## config.mk

```make
export PLATFORM = sky130hd
export DESIGN_NAME = mem_reg
export DESIGN_NICKNAME = d
export VERILOG_FILES = /design/src/rtl/mem_reg.sv
export SDC_FILE = /design/constraint.sdc
export NUM_CORES = 1
export LEC_CHECK = 0
export ABC_AREA = 1
export CAP_MARGIN = 20
export CORE_AREA = 2 2 39 41
export DETAILED_ROUTE_END_ITERATION = 7
export DIE_AREA = 0 0 41 43
export HOLD_SLACK_MARGIN = 0.05
export PLACE_DENSITY = 0.45
export SLEW_MARGIN = 10
export SYNTH_ARGS = -nofsm -noshare
export SYNTH_HDL_FRONTEND = slang
export SYNTH_SLANG_ARGS = --single-unit
```

## constraint.sdc

```tcl
create_clock -name clk -period 0.9 [get_ports clk]
set_input_delay 0.18 -clock clk [delete_from_list [all_inputs] [get_ports clk]]
set_output_delay 0.18 -clock clk [all_outputs]
set_load 0.005 [all_outputs]
```

## src/rtl/mem_reg.sv

```systemverilog
`default_nettype none
// ============================================================================
// Module   : mem_reg
// Purpose  : Selection-memory register for the 5-to-3 commutator. Brings the
//            free-running control code into the clk domain through a
//            multi-flop synchronizer. It holds the last in-range channel
//            selection on out, so the commutator never sees an invalid
//            selection.
// Ports    : clk     - system clock, rising-edge active
//            rst_n   - asynchronous active-low reset
//            control - requested selection code (asynchronous to clk)
//            out     - registered, validated selection code
// Revision : 1.0 - initial release
// ============================================================================
module mem_reg #(
  parameter int WIDTH       = 3,
  parameter int NUM_INPUTS  = 5,
  parameter int SYNC_STAGES = 2   // legal range 2..4
) (
  input  logic             clk,
  input  logic             rst_n,
  input  logic [WIDTH-1:0] control,
  output logic [WIDTH-1:0] out
);

  // Synchronizer chain. Each bit resolves independently, so a multi-bit change
  // near an edge may produce an intermediate code. That code is filtered by
  // the validity check below and corrected on a later edge.
  logic [SYNC_STAGES-1:0][WIDTH-1:0] sync;
  logic [WIDTH-1:0]                  sync_last;
  logic                              code_valid;

  assign sync_last = sync[SYNC_STAGES-1];

  always_ff @(posedge clk or negedge rst_n) begin
    if (!rst_n) begin
      sync <= '0;
    end else begin
      sync[0] <= control;
      for (int i = 1; i < SYNC_STAGES; i++) begin
        sync[i] <= sync[i-1];
      end
    end
  end

  // When the code space is no larger than the number of inputs, every code is
  // valid. Skipping the compare in that case avoids truncating NUM_INPUTS.
  generate
    if (NUM_INPUTS >= (1 << WIDTH)) begin : g_all_valid
      assign code_valid = 1'b1;
    end else begin : g_range_check
      localparam logic [WIDTH-1:0] LIMIT = WIDTH'(NUM_INPUTS);
      assign code_valid = (sync_last < LIMIT);
    end
  endgenerate

  // Output drives straight from a flop, so it is glitch-free. Invalid codes
  // leave the previous selection in place.
  always_ff @(posedge clk or negedge rst_n) begin
    if (!rst_n) begin
      out <= '0;
    end else if (code_valid) begin
      out <= sync_last;
    end
  end

endmodule
`default_nettype wire

```

Word-level counts from Yosys, hierarchy flattened:

Cells that the tools add are included.

* output and inout port bits: 3
* register bits: 9
* input port bits: 5
* word-level logic and storage cells: 4

* $lt $le $gt $ge: 1

Operators with widths (count)
* $lt A3 B3 Y1 const B: 1

Logic depth before layout (Yosys ltp):

Gate-level depths: netlist (run 1).

* depth in word-level cells: 1
* gate-level depth with buffers: 4
* depth with buffers taken out: 4

Worst setup path after synthesis (run 1):

OpenSTA, ideal clock, no wires.

* path kind: reg-to-reg
* start point: register sync (netlist bit sync_last[1])
* end point: register out[1]
* path buffers: 0
* setup slack: 0.182 ns
* arrival time: 0.601 ns
* period minus slack after synthesis: 0.718 ns
* required time: 0.783 ns
* cell stages (with the launch flop): 5
* path through: dfrtp_1 inv_2 nand2_2 nand3_1 nand2_1

* word-level cells in the longest chain between the ends: 1

Ends and longest elaborated chain
* start, declared: RTL line 29 `logic [SYNC_STAGES-1:0][WIDTH-1:0] sync;`
* start signal, assigned by index: RTL line 41 `sync[i] <= sync[i-1];`
* $lt A3 B3 Y1: RTL line 53 `assign code_valid = (sync_last < LIMIT);`
* end signal, assigned: RTL line 63 `out <= sync_last;`
* end, declared: RTL line 23 `output logic [WIDTH-1:0] out`

Parallel ways exist; a longest one is shown, timed or not.
A chain may end at the register's enable or synchronous reset.

Worst setup path after layout (run 1):

* start point: register out[0]
* end point: output out[0]

No word-level cell between the ends.

==> results of run 1 <==
-- routing by layer --
metal	vias to the layer above	track usage [%]	wire length (microns)
met3	0	4.71	42
li1	102	-	-
met2	8	7.81	199
met4	0	6.00	0
met1	91	5.39	160
met5	-	0	0
-- layout make-up --
class / count / area [sq um] / share of cell area [%]
well taps: 16 / 20.0 / 4.71
flip-flops and latches: 9 / 225 / 52.9
repair buffers: 10 / 90.1 / 21.2
inverters: 3 / 11.3 / 2.65
clock buffers: 4 / 26.3 / 6.18
multi-input cells: 11 / 52.6 / 12.4
-- placed cells by master (no fill, tap or decap), drive strengths merged --
cell and count:
nand2 6, inv 3, a21boi 1, o21ai 1, nand3 3, clkdlybuf4s50 4
dfrtp 9, buf 6, clkbuf 4
-- sequential cells by signal, indices dropped and copies added, names as in the netlist --
register   cells
out            3
sync           3
sync_last      3
-- cell usage after synthesis (all sizes together) --
| master | count | area, sq um |
|---|---|---|
| o21ai | 1 | 5.00 |
| a21boi | 1 | 7.51 |
| nand3 | 3 | 15.0 |
| nand2 | 6 | 25.0 |
| inv | 3 | 11.3 |
| dfrtp | 9 | 225 |
-- metrics by stage --
stage | instance area [sq um] | setup TNS, ps | hold WS [ps] | worst slack [ps]
floorplan | 289 | 0 | -116 | 182
global placement | 399 | -289 | 332 | -100
detailed placement | 399 | -323 | 337 | -118
CTS | 410 | -139 | 238 | -55.7
global route | 425 | -197 | 257 | -80.0
finish | 425 | -69.4 | 244 | -29.0
-- worst max path at each step --
stage               cells after the start  endpoint
floorplan                               4    out[1]
global placement                        1    out[1]
detailed placement                      1    out[0]
CTS                                     1    out[0]
global route                            1    out[0]
finish                                  1    out[0]
-- kinds of logic after synthesis --
family / after synthesis
and+or+nand+nor: 9
AOI/OAI and AO/OA: 2
DFF: 9
buffers and inverters: 3
-- repair_timing --
item	4_1_cts	5_1_grt
hold buffers	0	0
setup buffers	0	2
resized for setup	11	0
endpoints found under the setup margin	3	3
hold endpoints to repair	0	0
-- power groups by stage --
stage                     logic [mW]  registers, mW  clock network [mW]
after global routing          0.0932          0.446               0.334
after floorplan               0.0194          0.451                   0
after detailed placement      0.0822          0.453                   0
after global placement        0.0806          0.450                   0
final                         0.0816          0.444               0.290
after CTS                     0.0710          0.445               0.310
==> summary.md, run 1 <==
| Metric | Value |
|---|---|
| Syn Nets | `28` |
| Drt pass-1 iters | `2` |
| Slew margin rel. | `89.7%` |
| Fmax | `~1100 MHz` |
| Total Power | `roughly 820 uW` |
| Longest Clk Path Bufs | `2` |
| Clk root buf | `clkbuf_4` |
| Leakage power | `around 0.21 nW` |
| Ant diodes | `0` |
| Setup Crit Path Kind | `register to primary output` |
| Reg2Reg Launch Point | `sync_last[1]` |
| Die Area | `~0.0018 sq mm` |
| Post-Synth XOR/XNOR Area | `0%` |
| CTS tree | `done` |
| Worst EP required | `720 ps` |
| DRC | `0` |
| Pint | `about 650 uW` |
| Synth cell types | `8` |
| Core Area | `~0.0014 sq mm` |
| Reg-to-reg endpoint | `out[1]` |
| Crit-path leading delay family | `flip-flops` |
| H-tree Lvls | `1` |
| P&R area growth vs syn | `47.2%` |
| Util after Layout | `30.7%` |
| Layout cells sized above 1 | `29.7%` |
| Logic gate share of total power | `around a tenth` |
| Critical-path cell list | `buf_2` |
| GP Congestion | `between 0.5 and 0.6` |
| Via/cell ratio | `3.79` |
| First-pass GRT wire length | `607 microns` |
| Row count | `14` |
| DRT antenna net count | `0` |
| Worst skew pair latency | `250 ps` |
| DRT Wirelength | `around 400 microns` |
| Cells after synthesis | `23` |
| Grt ovf | `0` |
| Skew final | `between 1 and 1.5 ps` |
| Sequential area share after synthesis | `between 70% and 80%` |
| Largest net degree at the start of global routing | `10` |
| Final worst path period share | `103%` |
| # fillers | `150` |
| Unrepaired setup endpoints after global routing | `yes` |
| Initial Util | `between 20% and 30%` |
| Worst hold path type | `input pin to asynchronous set/reset pin` |
| Fin crit period | `roughly 930 ps` |
| Register share of total power | `a little over half` |
| CTS clk-pin slew, worst paths | `around 60 ps` |
| Clk pwr share | `35.5%` |
| Synthesized area | `between 200 and 300 sq um` |
| Crit. Startpoint | `out[0]` |
| DR WL/cell | `7.58 microns` |
| Post-synthesis mux area share | `0%` |
| Slew Limit Fails | `0` |
| Worst path slowest cell | `dfrtp_1` |
| Via count of the routed design | `~200` |
| Synth warnings | `0` |
| PwrDens | `approximately 1900 mW/mm^2` |
| Crit path launch type | `register` |
| Reg2Reg Depth | `4` |
| Ports | `8` |
| Final Hold Viols | `0` |
| Least-Margin Pin Slew | `154 ps` |
| Initial antenna violation count | `0` |
| Nets | `43` |
| Clk sinks | `9` |
| Compound-Gate Fraction of Synth Area | `under 10%` |
| Final non-filler cell total | `between 50 and 60` |
| Num CTS Buffers | `3` |
| CP endpoint kind | `primary output` |
| Failing checks | `negative setup slack` |
| Die width | `41 microns` |
| Reg2Reg Setup Slack | `between 100 and 150 ps` |
| VDD IR max | `0.670 mV` |
| CP Data Arrival Time | `750 ps` |
| NetSw | `approximately 160 uW` |
| GRT Resource Usage Total | `~6.0%` |
| Final WS setup | `-29.0 ps` |
| Sw frac | `around 20%` |
| Main combinational cell family by area after synthesis | `simple AND/OR/NAND/NOR gates` |
| Buf+Inv Stages, Crit Path | `1` |
| Number of max-cap violations | `0` |
| Setup Viol. Count Final | `3` |
| Input/output buffers | `7` |
| Vias in the first global route | `~160` |
| Status | `complete, but fails checks` |
| Post-synthesis simple-gate area fraction | `around 14%` |
| DRT iter0 DRCs | `3` |
| Critical Path Max Stage Delay | `~370 ps` |
| Syn_area_per_cell | `12.6 sq um` |
| Synth Area in Adders | `0%` |
| Placed insts | `47` |
| Die H | `43 microns` |
| #FFs+latches synth | `9` |
| CP max FO | `2` |
(Power assumes the default switching activity.)
==> run 2, diff against run 1 <==
--- a/config.mk
+++ b/config.mk
@@ -12,7 +12,7 @@
 export DIE_AREA = 0 0 41 43
 export HOLD_SLACK_MARGIN = 0.05
 export PLACE_DENSITY = 0.45
-export SLEW_MARGIN = 10
+export SLEW_MARGIN = 20
 export SYNTH_ARGS = -nofsm -noshare
 export SYNTH_HDL_FRONTEND = slang
 export SYNTH_SLANG_ARGS = --single-unit
==> results of run 2 <==
Same layout as run 1: the final DEF is identical, and so are final timing and power.
